`config.mk`:
```
export PLATFORM = sky130hd
export DESIGN_NAME = serial_adder
export DESIGN_NICKNAME = d
export VERILOG_FILES = /design/src/rtl/serial_adder.sv
export SDC_FILE = /design/constraint.sdc
export NUM_CORES = 1
export LEC_CHECK = 0
export ABC_AREA = 1
export CORE_AREA = 2 2 81 83
export CTS_BUF_LIST = sky130_fd_sc_hd__clkbuf_4
export DETAILED_ROUTE_END_ITERATION = 16
export DIE_AREA = 0 0 83 85
export PLACE_DENSITY_LB_ADDON = 0.15
export SYNTH_ARGS = -nofsm -noshare
export SYNTH_HDL_FRONTEND = slang
export SYNTH_SLANG_ARGS = --single-unit
```
`constraint.sdc`:
```
create_clock -name clk -period 1.65 [get_ports clk]
set_input_delay 0.33 -clock clk [delete_from_list [all_inputs] [get_ports clk]]
set_output_delay 0.33 -clock clk [all_outputs]
set_load 0.02 [all_outputs]
```
`src/rtl/serial_adder.sv`:
```
// Bit-serial adder: one full-adder slice plus a carry flop, LSB first.
// Optional signed-overflow output enabled by SERIAL_ADDER_OVF_EN.
module serial_adder #(
  parameter int unsigned WIDTH = 8
) (
  input  logic             clk,
  input  logic             reset,
  input  logic             start,
  input  logic [WIDTH-1:0] a,
  input  logic [WIDTH-1:0] b,
  input  logic             cin,
  output logic             busy,
  output logic             done,
  output logic [WIDTH-1:0] sum,
  output logic             cout
`ifdef SERIAL_ADDER_OVF_EN
  ,
  output logic             ovf
`endif
);

  localparam int unsigned CW = $clog2(WIDTH + 1);
  localparam logic [CW-1:0] LAST = CW'(WIDTH - 1);

  typedef enum logic [1:0] {
    IDLE,
    RUN,
    DONE
  } state_e;

  state_e           state_q, state_d;
  logic [CW-1:0]    cnt_q, cnt_d;
  logic [WIDTH-1:0] opa_q, opa_d;
  logic [WIDTH-1:0] opb_q, opb_d;
  logic [WIDTH-1:0] psum_q, psum_d;
  logic [WIDTH-1:0] sum_q, sum_d;
  logic             carry_q, carry_d;
  logic             cout_q, cout_d;
  logic             s_bit;
  logic             c_bit;
`ifdef SERIAL_ADDER_OVF_EN
  logic             ovf_q, ovf_d;
`endif

  always_comb begin
    state_d = state_q;
    cnt_d   = cnt_q;
    opa_d   = opa_q;
    opb_d   = opb_q;
    psum_d  = psum_q;
    sum_d   = sum_q;
    carry_d = carry_q;
    cout_d  = cout_q;
`ifdef SERIAL_ADDER_OVF_EN
    ovf_d   = ovf_q;
`endif
    s_bit   = opa_q[0] ^ opb_q[0] ^ carry_q;
    c_bit   = (opa_q[0] & opb_q[0]) |
              (opa_q[0] & carry_q) |
              (opb_q[0] & carry_q);
    unique case (state_q)
      IDLE, DONE: begin
        if (start) begin
          opa_d   = a;
          opb_d   = b;
          carry_d = cin;
          cnt_d   = '0;
          psum_d  = '0;
          state_d = RUN;
        end else begin
          state_d = IDLE;
        end
      end
      RUN: begin
        carry_d = c_bit;
        psum_d  = (psum_q >> 1) |
                  (WIDTH'(s_bit) << (WIDTH - 1));
        opa_d   = opa_q >> 1;
        opb_d   = opb_q >> 1;
        cnt_d   = cnt_q + CW'(1);
        if (cnt_q == LAST) begin
          sum_d   = psum_d;
          cout_d  = c_bit;
`ifdef SERIAL_ADDER_OVF_EN
          // carry_q is the carry into the MSB slice here
          ovf_d   = carry_q ^ c_bit;
`endif
          state_d = DONE;
        end
      end
      default: state_d = IDLE;
    endcase
  end

  always_ff @(posedge clk) begin
    if (reset) begin
      state_q <= IDLE;
      cnt_q   <= '0;
      opa_q   <= '0;
      opb_q   <= '0;
      psum_q  <= '0;
      sum_q   <= '0;
      carry_q <= 1'b0;
      cout_q  <= 1'b0;
`ifdef SERIAL_ADDER_OVF_EN
      ovf_q   <= 1'b0;
`endif
    end else begin
      state_q <= state_d;
      cnt_q   <= cnt_d;
      opa_q   <= opa_d;
      opb_q   <= opb_d;
      psum_q  <= psum_d;
      sum_q   <= sum_d;
      carry_q <= carry_d;
      cout_q  <= cout_d;
`ifdef SERIAL_ADDER_OVF_EN
      ovf_q   <= ovf_d;
`endif
    end
  end

  assign busy = (state_q == RUN);
  assign done = (state_q == DONE);
  assign sum  = sum_q;
  assign cout = cout_q;
`ifdef SERIAL_ADDER_OVF_EN
  assign ovf  = ovf_q;
`endif

endmodule

```
Word-level counts from Yosys, hierarchy flattened. Cells that the tools add are included.

Flip-flop bits (word level): 40. Input port bits: 20. Output and inout port bits: 11. Word-level logic and storage cells: 40.

$add $sub $neg: 1. Eq/ne operators: 5. Muxes and demuxes: 13. Bitwise gates (word level): 8. Reduce and logical (&&, ||, !) cells: 5.

Operators by type and width (number): 8-bit one-hot mux with 2 select lines (3); 8-bit 2-to-1 mux (3); 7-bit by 8-bit OR with 8-bit output (1); 4-bit one-hot mux with 2 select lines (1); 4-bit by 1-bit adder with 4-bit output, second input constant (1); 4-bit by 3-bit == test with 1-bit output, second input constant (1); 4-bit 2-to-1 mux (1); 2-bit one-hot mux with 2 select lines (1); 2-bit AND reduction (2); 1-bit bitwise AND (3); 2-bit by 1-bit == test with 1-bit output, second input constant (1); 2-bit == test, second input constant (1); 2-bit zero test (1); 1-bit 2-to-1 mux (2); 2-bit 2-to-1 mux (1); 2-bit by 1-bit inequality test with 1-bit output, second input constant (1); 2-bit inequality test, second input constant (1); 1-bit OR (2); 1-bit one-hot mux with 2 select lines (1); 2-bit nonzero test (1); 2-bit OR reduction (1); 1-bit XOR (2).

Longest topological paths before layout.
Depth after elaboration: 4. Gate-level depth with buffers: 7. Depth with buffers taken out: 6.

Worst setup path before layout. OpenSTA, ideal clock, no wires.

Kind: register -> output. Start: reg state_q[1]. End: out done. Data arrival time: 918 ps. Path slack: 402 ps. Stages on the path, launching flop included: 4. Cells stage by stage: dfxtp_1 > inv_2 > buf_2 > nor2_1.

Longest elaborated chain between the ends: 1.

Ends and longest elaborated chain: start: declaration (RTL line 31) `state_e state_q, state_d;`; start signal: assignment (RTL line 109) `state_q <= state_d;`; 2-bit == test (RTL line 124) `assign done = (state_q == DONE);`; end: declaration (RTL line 13) `output logic done,`.

Every way passes these cells.

Worst setup path in the final report.
Start: reg state_q[0]. End: out busy.

Longest elaborated chain between the ends: 1.

Ends and longest elaborated chain: 2-bit by 1-bit == test with 1-bit output (RTL line 123) `assign busy = (state_q == RUN);`; end: declaration (RTL line 12) `output logic busy,`.

Every way passes these cells.

==> qor.log <==
qor: status.status complete, no violations
qor: global_routing.maximum_number_of_pins_on_one_net_before_global_route_repair 29
qor: clock_network.cts-buffers-inserted 5
qor: min_path.worst_hold_stages 2
qor: synthesis.synth_sequential_area_ratio 0.4321
qor: clock_network.htreeDepth 2
qor: pwr.p_int 1.247 mW
qor: pwr.combPwrFrac 0.156
qor: placement.hpwlAfterDp 2.821 mm
qor: floorplan.die_height 85 um
qor: min_path.hold_end cout$_SDFFE_PP0P_
qor: clock_network.max-clock-path-buffers 2
qor: floorplan.placement_rows 29
qor: floorplan.total_i_o_pin_count 31
qor: synthesis.post-synth-top-area-cell sky130_fd_sc_hd__dfxtp_1
qor: pwr.sequentialPowerShare 0.581
qor: global_routing.grt_antenna_before_repair 0
qor: clock_network.clockRootBuffer sky130_fd_sc_hd__clkbuf_4
qor: timing.fin_skew 0.006976 ns
qor: pwr.power_frac_clock 0.263
qor: flow_run.max-cap-violations 0
qor: critical_path.timing.critical_path.required 1.32 ns
qor: placement.port_buffers 30
qor: timing.post-route-min-period 1.579 ns
qor: critical_path.critical-path-top-delay-family flip-flops
qor: critical_path.worst-path-buf-inv 2
qor: critical_path.worst_setup_slack_for_register_to_register_paths 0.30 ns
qor: synthesis.ys_types 20
qor: floorplan.die_x 83 um
qor: cells_and_area.antenna_cells_inserted 0
qor: pwr.power.switching_fraction 0.2757
qor: placement.globalplace.congestion 0.7411
qor: floorplan.die_area 7055 um2
qor: timing.period_share 0.9571
qor: min_path.hold_class reg -> reg
qor: global_routing.globalRoute.busiestLayer met2
qor: clock_network.worst_setup_hold_path_clk_slew 0.11 ns
qor: timing.hold_violations 0
qor: pwr.power_leakage 1.068 nW
qor: floorplan.placeableCoreArea 6205 um2
qor: timing.fin_tns_setup 0 ns
qor: critical_path.timing.critical_path.slowest_stage_cell sky130_fd_sc_hd__dfxtp_1
qor: synthesis.async_flop_share 0
qor: pwr.power-per-cell-area 769.9 nW/um2
qor: critical_path.arrival 1.25 ns
qor: critical_path.setup.worst_path.class reg -> out
qor: synthesis.synth_enable_flop_cells 0
qor: synthesis.yosysMostFrequentCell sky130_fd_sc_hd__nand3_1
qor: cells_and_area.post-route-util 0.3604
qor: drt.num_vias 1634
qor: synthesis.netlist_area 1807 um2
qor: drt.route.final.wire_length 4.139 mm
qor: critical_path.setup.worst_path.end_class primary output
qor: timing.final-setup-viol-count 0
qor: timing.tightestPinTransition 0.3193 ns
qor: critical_path.reg2regPathDepth 5
qor: floorplan.floorplan.initialDensity 0.2912
qor: timing.slew-limit-headroom 0.7869
qor: global_routing.grt_use_met2 0.1987
qor: synthesis.synth.net_count 264
qor: synthesis.synth.ff_latch_count 39
qor: critical_path.reg2reg_to opa_q[7]$_SDFFE_PP0P_
qor: pwr.power_switching 0.4746 mW
qor: drt.routed_via_density 4.682
qor: timing.max_slew_violation_count 0
qor: clock_network.postcts_setup_bufs 0
qor: synthesis.synth_warnings 0
qor: synthesis.netlist_top_cells_area sky130_fd_sc_hd__dfxtp_1 43%, sky130_fd_sc_hd__nand3_1 21%, sky130_fd_sc_hd__nand2_1 8.1%
qor: critical_path.timing.critical_path.from_type flip-flop
qor: synthesis.yosysTopAreaCellShare 0.4321
qor: timing.rsz0062_at_grt no
qor: synthesis.synth-main-ff-cell sky130_fd_sc_hd__dfxtp_1
qor: synthesis.cells_after_synthesis 242
qor: global_routing.grt_pass1_vias 1550
qor: critical_path.critical_path.cell_chain inv_4 -> nor2_4 -> dlygate4sd2_1
qor: global_routing.met3_use_gr 0.02821
qor: min_path.worst_hold_startpoint cout$_SDFFE_PP0P_
qor: critical_path.timing.critical_path.fanout_max 3
qor: clock_network.cts.sinks 39
qor: drt.wire_per_inst 11.86 um
qor: drt.detail-route-antenna-nets 0
qor: synthesis.synth.top_cells.by_count 76 x sky130_fd_sc_hd__nand3_1, 39 x sky130_fd_sc_hd__dfxtp_1, 39 x sky130_fd_sc_hd__nand2_1
qor: cells_and_area.area_growth_syn_to_layout 23.75%
qor: critical_path.start_of_the_worst_register_to_register_path state_q[0]$_SDFFE_PP0P_
qor: timing.clock.fmax 633.2 MHz
qor: clock_network.cts_tree yes
qor: pwr.vdd.ir_drop.worst 335.2 uV
qor: cells_and_area.n_fill_cell 688
qor: drt.drt-pass1-iter-count 4
qor: global_routing.groute.usage.overall 0.1261
qor: global_routing.grtUsageMet1 0.1727
qor: critical_path.worst_path_largest_cell_delay 0.42 ns
qor: clock_network.clock_insertion_delay_worst_skew 0.34 ns
qor: global_routing.global_route_wire_length_before_repair 7.286 mm
qor: synthesis.syn-mean-instance-area 7.466 um2
qor: drt.drt_drc_violations_left 0
qor: cells_and_area.final_net_count 294
qor: drt.initialDrtViolationCount 63
qor: cells_and_area.layout_cells_sized_above_1 0.08824
qor: global_routing.grt_overflow_total 0
## placed cells by master (no fill, tap or decap)
cell type / count
sky130_fd_sc_hd__a21oi_1: 28
sky130_fd_sc_hd__buf_12: 2
sky130_fd_sc_hd__buf_4: 8
sky130_fd_sc_hd__clkbuf_2: 1
sky130_fd_sc_hd__clkbuf_4: 5
sky130_fd_sc_hd__clkdlybuf4s50_1: 19
sky130_fd_sc_hd__clkinv_1: 1
sky130_fd_sc_hd__clkinv_2: 1
sky130_fd_sc_hd__dfxtp_1: 39
sky130_fd_sc_hd__dlygate4sd2_1: 2
sky130_fd_sc_hd__dlymetal6s2s_1: 8
sky130_fd_sc_hd__fa_1: 1
sky130_fd_sc_hd__ha_1: 1
sky130_fd_sc_hd__inv_1: 20
sky130_fd_sc_hd__inv_2: 1
sky130_fd_sc_hd__inv_4: 1
sky130_fd_sc_hd__nand2_1: 39
sky130_fd_sc_hd__nand2_2: 1
sky130_fd_sc_hd__nand2_4: 2
sky130_fd_sc_hd__nand3_1: 76
sky130_fd_sc_hd__nor2_1: 12
sky130_fd_sc_hd__nor2_4: 1
sky130_fd_sc_hd__nor2_8: 1
sky130_fd_sc_hd__o21ai_0: 2
## how the worst max path moves through the flow
stage | startpoint | to | slack (ns) | cells past startpoint
global route | state_q[0]$_SDFFE_PP0P_ | busy | 0.02 | 3
floorplan | state_q[1]$_SDFFE_PP0P_ | done | 0.40 | 3
finish | state_q[0]$_SDFFE_PP0P_ | busy | 0.07 | 3
detailed placement | start | opa_q[7]$_SDFFE_PP0P_ | 0.11 | 5
global placement | state_q[1]$_SDFFE_PP0P_ | done | 0.08 | 3
CTS | sum[4]$_SDFFE_PP0P_ | sum[4] | 0.005 | 1
## registers in the layout (all words and copies together), names as in the netlist
register,flops
opa_q,8
opb_q,8
sum,8
psum_q,7
cnt_q,4
state_q,2
carry_q,1
cout,1
## cell type report
type	count	area (um2)	share of cell area
Clock inverter	2	8.758	0.003917
Timing Repair Buffer	40	412.9	0.1847
Inverter	22	85.08	0.03805
Sequential cell	39	780.7	0.3492
Clock buffer	5	37.54	0.01679
Tap cell	77	96.34	0.04309
Multi-Input combinational cell	164	814.5	0.3643
## timing repair
item | 4_1_cts | 5_1_grt
resized for setup | 4 | 9
cloned | 0 | 0
hold buffers | 0 | 0
endpoints found under the setup margin | 3 | 9
## worst reg2reg max path, cell delays in order, from the launching register on
cell and delay, ns:
sky130_fd_sc_hd__dfxtp_1 0.42, sky130_fd_sc_hd__buf_4 0.27, sky130_fd_sc_hd__nand2_4 0.19, sky130_fd_sc_hd__buf_4 0.22
sky130_fd_sc_hd__nand3_1 0.07, sky130_fd_sc_hd__a21oi_1 0.08
## stage by stage
step | instance area [um2] | total power, mW | hold slack [ns] | instances | worst slack (ns)
4_1_cts | 2221 | 1.755 | 0.4835 | 349 | 0.004840
5_1_grt | 2236 | 1.826 | 0.5028 | 349 | 0.02078
2_1_floorplan | 1807 | 1.208 | 0.4559 | 242 | 0.4022
3_5_place_dp | 2177 | 1.295 | 0.4640 | 342 | 0.1105
3_3_place_gp | 2177 | 1.295 | 0.4607 | 342 | 0.08348
6_report | 2236 | 1.721 | 0.4733 | 349 | 0.07081
## layer usage
| metal | wire length, um | vias to the layer above | part of all wire |
|---|---|---|---|
| li1 | - | 859 | - |
| met1 | 2061 | 733 | 0.50 |
| met2 | 1854 | 37 | 0.45 |
| met3 | 178 | 5 | 0.043 |
| met4 | 44 | 0 | 0.011 |
| met5 | 0 | - | 0 |
## cell families after synthesis
group / after synthesis / share of synthesized area
adder cells (fa/ha/maj): 2 / 0.01800
AO/OA/AOI/OAI: 30 / 0.08310
buffers and inverters: 39 / 0.1170
AND/OR/NAND/NOR: 132 / 0.3497
flip-flops: 39 / 0.4321
## power groups by stage
stage / clock, mW / sequential [mW] / combinational, mW
global placement: 0 / 1.02 / 0.273
finish: 0.453 / 1.00 / 0.268
global route: 0.517 / 1.01 / 0.304
detailed placement: 0 / 1.02 / 0.274
CTS: 0.482 / 1.00 / 0.273
floorplan: 0 / 1.02 / 0.192
Note: power is estimated with default switching activity, not from simulation.
